[config.mk]
export PLATFORM = sky130hd
export DESIGN_NAME = video_rx_monitor
export DESIGN_NICKNAME = d
export VERILOG_FILES = /design/src/rtl/video_pkg.sv /design/src/rtl/sync_edge_det.sv /design/src/rtl/video_rx_monitor.sv
export SDC_FILE = /design/constraint.sdc
export NUM_CORES = 1
export LEC_CHECK = 0
export ABC_AREA = 1
export CAP_MARGIN = 25
export CORE_MARGIN = 2
export CORE_UTILIZATION = 46
export DETAILED_ROUTE_END_ITERATION = 10
export HOLD_SLACK_MARGIN = 0.1
export MAX_ROUTING_LAYER = met4
export PLACE_DENSITY_LB_ADDON = 0.12
export SLEW_MARGIN = 20
export SYNTH_ARGS = -nofsm -noshare
export SYNTH_HDL_FRONTEND = slang
export SYNTH_SLANG_ARGS = --single-unit
[constraint.sdc]
create_clock -name pixel_clk -period 5.3 [get_ports pixel_clk]
set_clock_uncertainty 0.1 [all_clocks]
set_input_delay 0.53 -clock pixel_clk [delete_from_list [all_inputs] [get_ports pixel_clk]]
set_output_delay 0.53 -clock pixel_clk [all_outputs]
set_load 0.05 [all_outputs]
[src/rtl/video_pkg.sv]
// rtl/video_pkg.sv - shared video timing constants, pixel type and receiver state encoding
package video_pkg;

  localparam int HDISP_DEF  = 800;
  localparam int VDISP_DEF  = 480;
  localparam int HFP        = 40;
  localparam int HPULSE     = 48;
  localparam int HBP        = 40;
  localparam int VFP        = 13;
  localparam int VPULSE     = 3;
  localparam int VBP        = 29;
  localparam int HCNT_W_DEF = 12;
  localparam int VCNT_W_DEF = 11;

  typedef logic [23:0] rgb_t;

  typedef enum logic [1:0] {
    SEARCH  = 2'd0,
    MEASURE = 2'd1,
    LOCKED  = 2'd2
  } rx_state_t;

endpackage

[src/rtl/sync_edge_det.sv]
// rtl/sync_edge_det.sv - two-register sampler with falling-edge pulse
// Registers reset to 1 so releasing reset on an idle-high sync never looks like an edge.
module sync_edge_det (
  input  logic pixel_clk,
  input  logic pixel_rst,
  input  logic sample,
  output logic fall
);
  logic stage1;
  logic stage2;

  always_ff @(posedge pixel_clk or posedge pixel_rst) begin
    if (pixel_rst) begin
      stage1 <= 1'b1;
      stage2 <= 1'b1;
    end else begin
      stage1 <= sample;
      stage2 <= stage1;
    end
  end

  assign fall = stage2 & ~stage1;
endmodule

[src/rtl/video_rx_monitor.sv]
// rtl/video_rx_monitor.sv - video receive monitor: pixel coordinates, geometry measurement, lock and error status
module video_rx_monitor
  import video_pkg::*;
#(
  parameter int HDISP       = HDISP_DEF,
  parameter int VDISP       = VDISP_DEF,
  parameter int HCNT_W      = HCNT_W_DEF,
  parameter int VCNT_W      = VCNT_W_DEF,
  parameter int LOCK_FRAMES = 2
) (
  input  logic              pixel_clk,
  input  logic              pixel_rst,
  input  logic              hs,
  input  logic              vs,
  input  logic              blank,
  input  rgb_t              rgb,
  input  logic              err_clr,
  output logic              pix_valid,
  output logic [HCNT_W-1:0] pix_x,
  output logic [VCNT_W-1:0] pix_y,
  output rgb_t              pix_rgb,
  output logic              frame_start,
  output logic [HCNT_W-1:0] h_total,
  output logic [VCNT_W-1:0] v_total,
  output logic [HCNT_W-1:0] h_active,
  output logic [VCNT_W-1:0] v_active,
  output logic              locked,
  output logic              h_err,
  output logic              v_err,
  output logic              timeout
);
  localparam int                GOOD_W  = $clog2(LOCK_FRAMES + 1);
  localparam logic [HCNT_W-1:0] HMAX    = {HCNT_W{1'b1}};
  localparam logic [VCNT_W-1:0] VMAX    = {VCNT_W{1'b1}};
  localparam logic [HCNT_W-1:0] HDISP_C = HCNT_W'(HDISP);
  localparam logic [VCNT_W-1:0] VDISP_C = VCNT_W'(VDISP);
  localparam logic [GOOD_W-1:0] LOCK_C  = GOOD_W'(LOCK_FRAMES);

  logic              hs_fall, vs_fall, blank_s;
  rgb_t              rgb_s;
  logic [HCNT_W-1:0] hcnt, act_x, x_now;
  logic [VCNT_W-1:0] line_act, hs_cnt, line_act_le, hs_cnt_le, y_now;
  logic              line_bad, line_bad_le, line_end, frame_good, tmo_hit, eval;
  rx_state_t         state;
  logic [GOOD_W-1:0] good_cnt, good_inc;

  sync_edge_det u_hs_det (.pixel_clk(pixel_clk), .pixel_rst(pixel_rst), .sample(hs), .fall(hs_fall));
  sync_edge_det u_vs_det (.pixel_clk(pixel_clk), .pixel_rst(pixel_rst), .sample(vs), .fall(vs_fall));

  // Line-end results are folded in first so a coincident VS fall sees the closing line.
  always_comb begin
    line_end    = hs_fall && (act_x != '0);
    line_act_le = line_act;
    if (line_end && line_act != VMAX) line_act_le = line_act + 1'b1;
    line_bad_le = line_bad | (line_end && act_x != HDISP_C);
    hs_cnt_le   = hs_cnt;
    if (hs_fall && hs_cnt != VMAX) hs_cnt_le = hs_cnt + 1'b1;
    frame_good  = !line_bad_le && (line_act_le == VDISP_C);
    tmo_hit     = (hcnt == HMAX);
    eval        = vs_fall && !tmo_hit && (state != SEARCH);
    x_now       = hs_fall ? '0 : act_x;
    y_now       = vs_fall ? '0 : line_act_le;
  end

  assign good_inc = good_cnt + 1'b1;

  always_ff @(posedge pixel_clk or posedge pixel_rst) begin
    if (pixel_rst) begin
      blank_s   <= 1'b0;
      rgb_s     <= '0;
      pix_valid <= 1'b0;
      pix_x     <= '0;
      pix_y     <= '0;
      pix_rgb   <= '0;
      act_x     <= '0;
    end else begin
      blank_s   <= blank;
      rgb_s     <= rgb;
      pix_valid <= blank_s;
      if (blank_s) begin
        pix_x   <= x_now;
        pix_y   <= y_now;
        pix_rgb <= rgb_s;
      end
      act_x <= (blank_s && x_now != HMAX) ? x_now + 1'b1 : x_now;
    end
  end

  always_ff @(posedge pixel_clk or posedge pixel_rst) begin
    if (pixel_rst) begin
      hcnt        <= '0;
      h_total     <= '0;
      h_active    <= '0;
      v_total     <= '0;
      v_active    <= '0;
      hs_cnt      <= '0;
      line_act    <= '0;
      line_bad    <= 1'b0;
      frame_start <= 1'b0;
    end else begin
      hcnt <= hs_fall ? '0 : (tmo_hit ? hcnt : hcnt + 1'b1);
      if (hs_fall) h_total <= tmo_hit ? HMAX : hcnt + 1'b1;
      if (line_end) h_active <= act_x;
      frame_start <= vs_fall;
      if (vs_fall) begin
        v_total  <= hs_cnt_le;
        v_active <= line_act_le;
        hs_cnt   <= '0;
        line_act <= '0;
        line_bad <= 1'b0;
      end else begin
        hs_cnt   <= hs_cnt_le;
        line_act <= line_act_le;
        line_bad <= line_bad_le;
      end
    end
  end

  always_ff @(posedge pixel_clk or posedge pixel_rst) begin
    if (pixel_rst) begin
      state    <= SEARCH;
      good_cnt <= '0;
      locked   <= 1'b0;
      h_err    <= 1'b0;
      v_err    <= 1'b0;
      timeout  <= 1'b0;
    end else begin
      if (eval && line_bad_le) h_err <= 1'b1;
      else if (err_clr) h_err <= 1'b0;
      if (eval && line_act_le != VDISP_C) v_err <= 1'b1;
      else if (err_clr) v_err <= 1'b0;
      if (tmo_hit) timeout <= 1'b1;
      else if (err_clr) timeout <= 1'b0;

      if (tmo_hit) begin
        state    <= SEARCH;
        locked   <= 1'b0;
        good_cnt <= '0;
      end else if (vs_fall) begin
        case (state)
          SEARCH: begin
            state    <= MEASURE;
            good_cnt <= '0;
          end
          MEASURE: begin
            if (!frame_good) begin
              good_cnt <= '0;
            end else begin
              good_cnt <= good_inc;
              if (good_inc == LOCK_C) begin
                state  <= LOCKED;
                locked <= 1'b1;
              end
            end
          end
          LOCKED: begin
            if (!frame_good) begin
              state    <= MEASURE;
              locked   <= 1'b0;
              good_cnt <= '0;
            end
          end
          default: state <= SEARCH;
        endcase
      end
    end
  end
endmodule

==> impl_results.md <==
* Setup repair after global routing missed its margin: no
* Cells taking the most area after synthesis: dfrtp_1 59%, nand2_1 13%, nor2_1 4.0%, o21ai_0 2.9%, inv_1 2.8%
* Sum Neg Setup Slack at 0 ns
* Number of buffers added on ports at ~130
* Area share of the largest cell type after synthesis at 59.0%
* Most used cell along the critical path: nand2_1
* Share of total power consumed by net switching at 33.0%
* Routed wire per std cell at 14.2 microns
* Busiest grt layer: met2
* Overall die area at approximately 0.017 sq mm
* Final count of pins violating max slew at 0
* Total chip power at between 3 and 4 mW
* Via count of the first global-routing pass at around 5.4k
* # hold bufs at CTS at 0
* Global-route met1 utilization at between 20% and 30%
* Pre-CTS worst setup slack at roughly 2.4 ns
* Required time at the endpoint of the critical path at 5.52 ns
* Endpoints failing hold at 0
* # setup viols final at 0
* Hold Path Class: reg2reg
* Number of DRC markers in iteration 0 at around 360
* Number of post-CTS setup repair buffers at 0
* Max Cap Viol at 0
* Total overflow reported by the global router at 0
* Buffer type at the clock tree root: clkbuf_16
* Count of flip-flops with a built-in enable after synthesis at 0
* Overall Global Routing Usage at between 20% and 30%
* Synth warnings at 0
* R2R Setup Slk at about 2.3 ns
* Final cycle utilization of the critical path at between 50% and 60%
* Placement Rows at between 40 and 50
* Final HPWL DP at 11400 microns
* Height of the die at between 100 and 150 microns
* Area occupied by multi-input gates at roughly 0.0025 sq mm
* Share of cells above drive strength 1 at under 10%
* Core area at 0.0158 sq mm
* Insertion delay to the later sink of the worst-skew pair at between 0.4 and 0.5 ns
* Synth Area per Inst at 9.36 sq um
* CP Cell Sequence: inv_2, nor2_4, buf_16, nand2_1, o21ai_1, nor2_1, nand2_1, nor2_4, nand3_4, clkinv_1, nand4_1, nand2_1
* Global-route track usage on met3 at 4.44%
* Maximum resistive drop on vdd at about 270 uV
* Setup Crit Path Kind: reg2reg
* Resized cells post-CTS at 0
* Initial antenna violation count at 0
* Delay of the slowest cell on the worst path at 0.56 ns
* Part of the total power dissipated in combinational logic at about 23%
* Max Clk Rate at around 340 MHz
* Share of total power in sequential cells at a little over two fifths
* Initial core utilization at between 40% and 50%
* Area grow syn2layout at 29.3%
* Count of H-tree levels built during CTS at 4
* Critical Path Start Type: flip-flop
* Post-synthesis async set-or-reset flop share at between 90% and 100%
* Boundary Pins at roughly 130
* Clk buf depth at 2
* Cell-internal power at 2.55 mW
* Largest driver fanout on the critical path at 33
* Commonest cells post-synth: 250 x nand2_1, 175 x dfrtp_1, 80 x nor2_1
* Slowest cell on the critical path: nor2_4
* Placer congestion estimate at roughly 0.92
* Leakage power at 4.43 nW
* Cell area power density at between 300 and 400 mW/mm^2
* Detailed-route wire length at 16400 microns
* # nets final at roughly 960
* DRC errors left at 0
* Placed Cells at roughly 1.1k
* FF+latch count, synth at roughly 180
* Final cell count without fillers at ~1.1k
* Worst Tran Pin Value at between 0.8 and 0.9 ns
* Count of cell types in the netlist at 40
* Outcome: finished, final reports clean
* Period minus WS final at slightly below 3 ns
* Remaining antenna violation count at 0
* Headroom to the max-slew limit at between 40% and 50%
* Most common flop cell mapped by yosys: dfrtp_1
* Data arrival, critical path at between 3 and 4 ns
* Cell type with the highest aggregate area in the netlist: dfrtp_1
* Number of instances in the synthesized netlist at approximately 800
* Routed via count at between 5k and 6k
* Post-synthesis instance area at approximately 0.0074 sq mm
* Met2 capacity usage during global routing at approximately 34%
* Type of destination of the critical path: flip-flop
* Die outline width at ~130 microns
* Post-synth net total at 828
* Fillcell total at between 1k and 1.5k
* Register clock-pin slew on the reported worst setup and hold paths at 0.07 ns
* Clock tree from TritonCTS: built
* Total number of clock tree sinks at ~180
* Vias per std cell at 4.88
* Register area share after synthesis at around three fifths
* Clk pwr share at between 30% and 40%
* Inserted Diodes at 0
* TritonRoute pass-1 iters at 5
* FF/Latch Area at approximately 0.0045 sq mm
* Global-route wire length before repair at about 27000 microns
* Reported net switching power at 1.25 mW
* Worst path setup slack after routing at around 2.3 ns
* Most numerous cell in the Yosys netlist: nand2_1
* Pin count of the biggest net entering global routing at 122
* Number of buffers created by CTS at 17
-- sequential cells by signal, indices dropped and copies added (netlist names), 2 cells and up --
| register | cells |
|---|---|
| hs_cnt | 11 |
| v_active | 11 |
| good_cnt | 2 |
| line_act | 11 |
| act_x | 12 |
| pix_rgb | 24 |
| hcnt | 12 |
| v_total | 11 |
| pix_x | 12 |
| h_active | 12 |
| pix_y | 11 |
| rgb_s | 24 |
| h_total | 12 |
| state | 2 |
-- routing by layer --
layer / up-vias / wire (microns)
met5: - / 0
met4: 0 / 342
met3: 24 / 645
met2: 138 / 7870
met1: 2691 / 7500
li1: 2758 / -
-- worst paths after layout --
| kind | start | end | cells after the start |
|---|---|---|---|
| max in group asynchronous | pixel_rst | hs_cnt[9]$_DFF_PP0_ | 3 |
| max reg2reg | u_hs_det.stage2$_DFF_PP1_ | state[1]$_DFFE_PP0P_ | 12 |
| min | u_vs_det.stage1$_DFF_PP1_ | u_vs_det.stage2$_DFF_PP1_ | 0 |
| max | u_hs_det.stage2$_DFF_PP1_ | state[1]$_DFFE_PP0P_ | 12 |
| min reg2reg | u_vs_det.stage1$_DFF_PP1_ | u_vs_det.stage2$_DFF_PP1_ | 0 |
| min in group asynchronous | pixel_rst | pix_x[4]$_DFFE_PP0P_ | 2 |
-- cell type report --
| class | instances | area share (%) |
|---|---|---|
| clock buffers | 18 | 4.58 |
| multi-input cells | 515 | 26.5 |
| clock inverters | 14 | 2.03 |
| inverters | 72 | 2.87 |
| repair buffers | 135 | 14.4 |
| flip-flops and latches | 179 | 46.7 |
| well taps | 216 | 2.82 |
-- cell usage in the layout, fill, tap and decap left out, drive strengths merged --
master         synthesis  final
a21o                   1      1
nand3b                 2      2
mux2                   2      2
clkinv                 4     10
o21ai                 57     57
nand2                255    255
a21boi                 1      1
mux2i                  1      1
nand4                 14     14
nand3                 21     21
inv                   68     71
dfrtp                175    175
bufinv                 0      3
clkinvlp               0      2
nor3                  11     11
a211oi                 1      1
xor2                  21     21
nor4                   2      2
ha                     5      5
or2                    1      1
o31ai                  1      1
nor2                  88     88
clkdlybuf4s50          0    128
dfstp                  4      4
clkbuf                25     18
a31oi                 11     11
xnor2                  8      8
a21oi                 12     12
buf                    2      7
-- power groups by stage --
| stage | logic (mW) | registers (mW) | clock network, mW |
|---|---|---|---|
| final | 0.884 | 1.60 | 1.32 |
| after global routing | 0.954 | 1.62 | 1.42 |
| after CTS | 0.893 | 1.60 | 1.35 |
| after detailed placement | 0.887 | 1.62 | 0 |
| after global placement | 0.870 | 1.62 | 0 |
| after floorplan | 0.305 | 1.90 | 0 |
-- worst max-delay path: cells and delay by family, from the launching register on --
kind,cells,cell delay (ns)
AND/OR/NAND/NOR,8,1.51
buffers and inverters,3,0.38
AO/OA/AOI/OAI,1,0.36
flip-flops,1,0.52
-- through the flow --
step	hold slack, ns	cell area, sq um	utilization (%)
final	0.270	9600	60.6
after global routing	0.278	9600	60.6
after CTS	0.272	9600	60.6
after detailed placement	0.261	8960	56.6
after global placement	0.257	8910	56.3
after floorplan	0.252	7420	-
-- cell families after synthesis --
family,share of synthesized area (%)
AND/OR/NAND/NOR,23.2
flip-flops,60.4
buffers and inverters,5.26
AO/OA/AOI/OAI,6.37
XOR/XNOR,3.42
adder cells (fa/ha/maj),0.843
multiplexers,0.438
No activity file was read; power rests on OpenSTA's default activity.
